[src/rtl/dma_route_demux.sv]
`default_nettype none
// ============================================================================
// Module   : dma_route_demux
// Purpose  : Steers DMA payloads into per-channel FIFOs using a reversed
//            low-order address map, counting out-of-range words as drops.
// Options  : DMA_ROUTE_BCAST_EN - all-ones address broadcasts to every channel.
// Revision : 1.0 - initial release
// ============================================================================
module dma_route_demux #(
    parameter int NUM_CH     = 18,
    parameter int WORD_W     = 32,
    parameter int ADDR_W     = 5,
    parameter int DATA_W     = 25,
    parameter int FIFO_DEPTH = 4
) (
    input  logic                     clk,
    input  logic                     rst,
    input  logic [WORD_W-1:0]        in_word,
    input  logic                     in_valid,
    output logic                     in_ready,
    output logic [NUM_CH*DATA_W-1:0] out_data,
    output logic [NUM_CH-1:0]        out_valid,
    input  logic [NUM_CH-1:0]        out_ready,
    output logic [15:0]              err_cnt,
    output logic                     err_flag
);

    localparam int                  c_idx_w   = $clog2(FIFO_DEPTH);
    localparam int                  c_ptr_w   = c_idx_w + 1;
    localparam logic [ADDR_W-1:0]   c_num_ch  = ADDR_W'(NUM_CH);
    localparam logic [c_ptr_w-1:0]  c_ptr_one = {{c_idx_w{1'b0}}, 1'b1};

    logic [ADDR_W-1:0] w_addr;
    logic [DATA_W-1:0] w_payload;
    logic              w_unused_bits;
    logic              w_in_range;
    logic              w_bcast;
    logic              w_target_full;
    logic              w_in_ready;
    logic              w_accept;
    logic              w_drop;
    logic [NUM_CH-1:0] w_sel;
    logic [NUM_CH-1:0] w_full;
    logic [NUM_CH-1:0] w_empty;
    logic [NUM_CH-1:0] w_push;

    logic [15:0]       r_err_cnt;
    logic              r_err_flag;

    assign w_addr        = in_word[ADDR_W-1:0];
    assign w_payload     = in_word[WORD_W-1 -: DATA_W];
    assign w_unused_bits = ^in_word;
    assign w_in_range    = (w_addr < c_num_ch);

`ifdef DMA_ROUTE_BCAST_EN
    assign w_bcast = (w_addr == {ADDR_W{1'b1}});
`else
    assign w_bcast = 1'b0;
`endif

    // Ready depends only on address and full flags, never on out_ready.
    assign w_target_full = |(w_sel & w_full);

    always_comb begin
        w_in_ready = 1'b1;
        if (w_bcast) begin
            w_in_ready = ~|w_full;
        end else if (w_in_range) begin
            w_in_ready = ~w_target_full;
        end
    end

    assign in_ready = w_in_ready;
    assign w_accept = in_valid & w_in_ready & ~rst;
    assign w_drop   = w_accept & ~w_in_range & ~w_bcast;
    assign w_push   = w_accept ? (w_bcast ? {NUM_CH{1'b1}} : w_sel) : {NUM_CH{1'b0}};

    generate
        for (genvar c = 0; c < NUM_CH; c++) begin : g_ch
            localparam logic [ADDR_W-1:0] c_ch_addr = ADDR_W'(NUM_CH - 1 - c);

            logic [DATA_W-1:0]  r_mem [FIFO_DEPTH];
            logic [c_ptr_w-1:0] r_wptr;
            logic [c_ptr_w-1:0] r_rptr;
            logic               w_pop;

            assign w_sel[c]   = w_in_range & (w_addr == c_ch_addr);
            assign w_empty[c] = (r_wptr == r_rptr);
            // Same index with differing wrap bits means the writer lapped the reader.
            assign w_full[c]  = (r_wptr[c_idx_w] != r_rptr[c_idx_w]) &&
                                (r_wptr[c_idx_w-1:0] == r_rptr[c_idx_w-1:0]);
            assign w_pop      = out_ready[c] & ~w_empty[c];

            always_ff @(posedge clk) begin
                if (rst) begin
                    r_wptr <= '0;
                    r_rptr <= '0;
                end else begin
                    if (w_push[c]) begin
                        r_wptr <= r_wptr + c_ptr_one;
                    end
                    if (w_pop) begin
                        r_rptr <= r_rptr + c_ptr_one;
                    end
                end
            end

            always_ff @(posedge clk) begin
                if (w_push[c]) begin
                    r_mem[r_wptr[c_idx_w-1:0]] <= w_payload;
                end
            end

            assign out_valid[c]                  = ~w_empty[c];
            assign out_data[c*DATA_W +: DATA_W] = w_empty[c] ? {DATA_W{1'b0}}
                                                             : r_mem[r_rptr[c_idx_w-1:0]];
        end
    endgenerate

    always_ff @(posedge clk) begin
        if (rst) begin
            r_err_cnt  <= '0;
            r_err_flag <= 1'b0;
        end else if (w_drop) begin
            if (r_err_cnt != 16'hFFFF) begin
                r_err_cnt <= r_err_cnt + 16'd1;
            end
            r_err_flag <= 1'b1;
        end
    end

    assign err_cnt  = r_err_cnt;
    assign err_flag = r_err_flag;

endmodule
`default_nettype wire

[config.mk]
export PLATFORM = sky130hd
export DESIGN_NAME = dma_route_demux
export DESIGN_NICKNAME = d
export VERILOG_FILES = /design/src/rtl/dma_route_demux.sv
export SDC_FILE = /design/constraint.sdc
export NUM_CORES = 2
export LEC_CHECK = 0
export CAP_MARGIN = 20
export CORE_MARGIN = 2
export CORE_UTILIZATION = 46
export DETAILED_ROUTE_END_ITERATION = 8
export DONT_BUFFER_PORTS = 1
export REMOVE_ABC_BUFFERS = 1
export SYNTH_ARGS = -nofsm -noshare
export SYNTH_HDL_FRONTEND = slang
export SYNTH_SLANG_ARGS = --single-unit
[constraint.sdc]
create_clock -name clk -period 5.9 [get_ports clk]
set_input_delay 0.59 -clock clk [delete_from_list [all_inputs] [get_ports clk]]
set_output_delay 0.59 -clock clk [all_outputs]
set_load 0.005 [all_outputs]
* After elaboration in Yosys (flattened, before gate mapping)
Memory sizes are Yosys's and may differ from the RTL's. A register that Yosys moved wholly into a read port is not among the register bits. Index checks and enable logic that the tools add are counted.
Operators by class: add/subtract/negate cells 37, $lt $le $gt $ge 1, eq/ne operators 72, mux-type cells 92, bitwise gates (word level) 61, reduce and logical (&&, ||, !) cells 21
Operators with widths (count):
- $mux W25 | 18
- $add A3 B1 Y3 const B | 36
- $mux W2 | 36
- $eq A3 B3 Y1 | 18
- $eq A5 B4 Y1 const B | 8
- $and A1 B1 Y1 | 39
- $mux W1 | 37
- $eq A2 B2 Y1 | 18
- $not A1 Y1 | 21
- $eq A5 B3 Y1 const B | 4
- $and A18 B18 Y18 | 1
- $logic_and A1 B1 Y1 | 18
- $mux W18 | 1
- $ne A1 B1 Y1 | 18
- $reduce_or A18 Y1 | 1
- $add A16 B1 Y16 const B | 1
- $ne A16 B16 Y1 const B | 1
- $eq A5 B2 Y1 const B | 2
- $eq A5 B5 Y1 const B | 2
- $eq A5 B1 Y1 const B | 1
- $logic_not A5 Y1 | 1
- $lt A5 B5 Y1 const B | 1
- $reduce_and A2 Y1 | 1
Word-level totals: flip-flop bits (word level) 125, memory bits (writable) 1800, input bits 53, output and inout bits 486, logic and storage cells 340, memories kept 18
Memory list:
- g_ch[0].r_mem | depth 4, width 25, rd ports 1, clocked after memory_dff 1, write ports 1, line 82 | logic [DATA_W-1:0] r_mem [FIFO_DEPTH];
- g_ch[10].r_mem | depth 4, width 25, rd ports 1, clocked after memory_dff 1, write ports 1, line 82
- g_ch[11].r_mem | depth 4, width 25, rd ports 1, clocked after memory_dff 1, write ports 1, line 82
- g_ch[12].r_mem | depth 4, width 25, rd ports 1, clocked after memory_dff 1, write ports 1, line 82
- g_ch[13].r_mem | depth 4, width 25, rd ports 1, clocked after memory_dff 1, write ports 1, line 82
- g_ch[14].r_mem | depth 4, width 25, rd ports 1, clocked after memory_dff 1, write ports 1, line 82
- 12 more memories

* Depth between registers and ports, before layout
word-level depth 11, mapped depth 8, gate-level depth less buffers 6

* Worst setup path before layout
OpenSTA, ideal clock, no wires.
path type input port to flip-flop, start point input in_word[0], end point memory g_ch[0].r_mem[3][0] (enable), library setup time 0.477 ns, arrival time 3.969 ns, path slack 1.455 ns, cell stages on the path 6, buffers on the path 1, cells stage by stage buf_4 -> or3b_4 -> nor4b_2 -> o2bb2a_4 -> o211ai_2 -> nor4_1
Between the ends: word-level cells in the longest chain between the ends 11
RTL lines:
- start: declaration | line 18 | input logic [WORD_W-1:0] in_word,
- $lt A5 B5 Y1 (tied with other cells) | line 53 | assign w_in_range = (w_addr < c_num_ch);
- $and A1 B1 Y1 | line 87 | assign w_sel[c] = w_in_range & (w_addr == c_ch_addr);
- $and A18 B18 Y18 | line 62 | assign w_target_full = |(w_sel & w_full);
- $reduce_or A18 Y1 | line 62
- $not A1 Y1 | line 69 | w_in_ready = ~w_target_full;
- $mux W1 | line 68 | end else if (w_in_range) begin
- $and A1 B1 Y1 (2 in series) | line 74 | assign w_accept = in_valid & w_in_ready & ~rst;
- $mux W18 (*) | line 76 | assign w_push = w_accept ? (w_bcast ? {NUM_CH{1'b1}} : w_sel) : {NUM_CH{1'b0}};
- $mux W1 (*) | line 109 | if (w_push[c]) begin
- $mux W1 (implied by the code) (*) | line 110 | r_mem[r_wptr[c_idx_w-1:0]] <= w_payload;
- end: declaration | line 82
Mark *: on every way between the ends. The rest lies on a longest branch, timed or not.

* Worst setup path in the final report
start point register g_ch[17].r_wptr[0], end point output in_ready
Between the ends: word-level cells in the longest chain between the ends 6
RTL lines:
- start: declaration | line 83 | logic [c_ptr_w-1:0] r_wptr;
- start signal: assignment | line 100 | r_wptr <= r_wptr + c_ptr_one;
- $eq A2 B2 Y1 | line 91 | (r_wptr[c_idx_w-1:0] == r_rptr[c_idx_w-1:0]);
- $logic_and A1 B1 Y1 | line 90 | assign w_full[c] = (r_wptr[c_idx_w] != r_rptr[c_idx_w]) &&
- $and A18 B18 Y18 | line 62
- $reduce_or A18 Y1 | line 62
- $not A1 Y1 | line 69
- $mux W1 | line 68
- end: declaration | line 20 | output logic in_ready,
Every way passes these cells.

==> flow_summary.yaml <==
flow_run:
  maxCapViolCount: 0
cts:
  cts_tree: "done"
  clockBufferDepth: 3
  cts_hold_buffers: 44
  post_cts_resize_count: 0
  cts-buffers-inserted: 200
  root_buffer: "clkbuf_16"
  htreeDepth: 4
  clkLatencyLatePin_ns: 0.83
  cts.sinks: 1961
  clk_pin_slew_worst_paths_ns: 0.06
  post-cts-setup-buffer-count: 0
yosys:
  synthDistinctLibCells: 62
  synthTopCellsByArea: "edfxtp_1, mux4_2, dfxtp_1"
  syn-instance-count: 3810
  netlist_area_mm2: 0.0764
  synth_common_cells: "edfxtp_1, mux4_2, nor2b_1"
  synth_flop_cell: "edfxtp_1"
  postSynth.asyncResetShare_pct: 0
  yosysTopAreaCell: "edfxtp_1"
  synth_enable_flop_cells: 1800
  synth-seq-cells: 1961
  synth_top_area_share_pct: 70.8
  synth_most_common_cell: "edfxtp_1"
  ys_warn_count: 0
  synth_seq_area_share_pct: 75.0
  avgSynthCellArea_um2: 20.0
route:
  wl_met3_um: 14400
  drc: 68
  top_layer: "met5"
  drt_iter0_markers: 3343
  wl_met1_um: 75800
  drt_wl_total_um: 183000
  wire_per_inst_um: 28.8
  first_pass_iters: 9
  vias: 35600
  drtAntennaViolNets: 0
  dr_wl_met2_um: 89100
  vias_per_cell: 5.60
pwr:
  total_power_w: 0.0283
  switching_share_pct: 20.3
  p_switching_w: 0.00575
  power_frac_seq_pct: 53.8
  p_clk_share_pct: 44.1
  leakage_nw: 27.6
  ir_worst_vdd_v: 0.000304
  power_density_mw_per_mm2: 326
  pwr-share-comb_pct: 2.1
  intPower_w: 0.0225
sta:
  relSlewSlack_pct: 31.3
  hold_viol_final: 0
  clock.fmax_mhz: 267
  skew_ns: 0.0267
  tns_ns: 0
  post-route-period-util_pct: 63.4
  finalMaxSlewViolations: 0
  min_period_ns: 3.74
  rsz0062_at_grt: "false"
  worst_pin_slew_ns: 1.02
  finalSetupViolations: 0
layout:
  finalNetCount: 4134
  fillers: 13000
  synthToLayoutAreaGrowth_pct: 13.6
  multi_input_area_mm2: 0.0182
  drive_gt1_share_pct: 22.7
  seqCellArea_mm2: 0.0573
grt:
  grt_antenna_before_repair: 14
  grt_max_degree: 141
  grt_pass1_wl_um: 259000
  grt_util_all_layers_pct: 21.6
  overflow: 0
  grt_pass1_vias: 35900
floorplanning:
  num_rows: 149
  die_w_um: 411
  core-area_mm2: 0.165
  die-area_mm2: 0.169
  start_util_pct: 46.3
  pin_count: 539
  die_h_um: 411
placed_design:
  port_buffers: 0
  gp_congestion: 0.741
  hpwl_um: 101000
setup_path:
  cp_slowest_stage_delay_ns: 0.66
  worstPathMaxFanout: 12
  cp_cell_sequence: "xnor2_1, nand2_1, nand4b_1, and3_1, nand4_1, nor2_1"
  worst_ep_arrival_time_ns: 3.15
  start_kind: "flip-flop"
  end_kind: "output port"
  cp_slowest_cell: "and3_1"
  crit_buf_inv: 0
  worstPathRequired_ns: 5.31
  critPathKind: "reg2out"
  path_delay_family: "simple AND/OR/NAND/NOR gates"
hold_path:
  hp-class: "in2reg"
outcome:
  outcome: "finished with violations"
  failed_checks: "DRC"
-- power by group through the flow --
stage	clock network [W]	logic, W	registers, W
after detailed placement	0	0.000241	0.0155
after global placement	0	0.000239	0.0155
after CTS	0.0127	0.000618	0.0152
final	0.0125	0.000603	0.0152
after floorplan	0	0.000164	0.0155
after global routing	0.0133	0.000646	0.0152
-- sequential cells by signal, indices dropped and copies added (netlist names), named ones only --
| name | flops |
|---|---|
| g_ch.r_mem | 1800 |
| g_ch.r_rptr | 54 |
| g_ch.r_wptr | 54 |
| err_cnt | 16 |
| err_flag | 1 |
-- layout by cell type, fill, tap and decap left out, drive strengths merged, types with 20 or more instances in the layout --
master	count
mux4	450
and2	181
clkbuf	265
nand2b	24
mux2i	38
nand3	32
nor2b	309
nor2	150
edfxtp	1800
xnor2	45
inv	77
and3	41
buf	139
dfxtp	161
nand4	20
nand2	41
nor3	20
ha	91
xor2	68
clkinv	64
-- cell type report --
class | instances | area share, %
sequential | 1961 | 66.0
multi-input combinational | 1607 | 21.0
clock buffer | 264 | 6.14
tap | 2189 | 3.16
timing repair buffer | 157 | 2.13
clock inverter | 105 | 1.30
inverter | 63 | 0.273
antenna | 8 | 0.0231
-- cells by family (layout without fill, tap and decap cells) --
group | count (synthesis) | count (layout) | share of synthesized area, %
and+or+nand+nor | 851 | 851 | 6.43
adders and majority gates | 91 | 91 | 1.49
other | 0 | 8 | 0
muxes | 500 | 500 | 14.0
xor gates and xnor gates | 113 | 113 | 1.30
DFF | 1961 | 1961 | 75.0
AOI/OAI and AO/OA | 52 | 52 | 0.524
buffers and inverters | 242 | 589 | 1.31
-- worst register-to-register path, delay by kind of cell, from the launching register on --
kind                      cells  cell delay (ns)
and+or+nand+nor               4             0.87
buffers and inverters         3             0.76
DFF                           1             0.35
AOI/OAI and AO/OA             1             0.08
xor gates and xnor gates      1             0.75
-- through the flow --
stage	instance area (µm²)	hold WS [ns]	utilization, %	setup slack [ns]	cells
global placement	79200	0.463	48.0	2.29	5922
global route	86800	0.0858	52.6	1.91	6346
finish	86800	0.0952	52.6	2.16	6354
CTS	86600	0.0194	52.5	2.07	6336
floorplan	75600	0.447	-	1.46	3631
detailed placement	79200	0.475	48.0	2.29	5923
-- final timing paths --
| check | start | endpoint | slack (ns) | cells past startpoint |
|---|---|---|---|---|
| max reg2reg | g_ch[0].r_rptr[2] | g_ch[17].r_mem[1][15] | 2.76 | 9 |
| min | out_ready[7] | g_ch[7].r_rptr[0] | 0.1 | 3 |
| min reg2reg | g_ch[0].r_wptr[2] | g_ch[0].r_wptr[2] | 0.48 | 1 |
| max | g_ch[17].r_wptr[0] | in_ready | 2.16 | 6 |
-- routing by layer --
| metal | vias up | global-route usage [%] |
|---|---|---|
| met5 | - | 0 |
| met4 | 8 | 5.59 |
| met3 | 234 | 5.48 |
| met2 | 1150 | 34.7 |
| met1 | 18800 | 29.7 |
| li1 | 15400 | - |
Note: power is estimated with default switching activity, not from simulation.
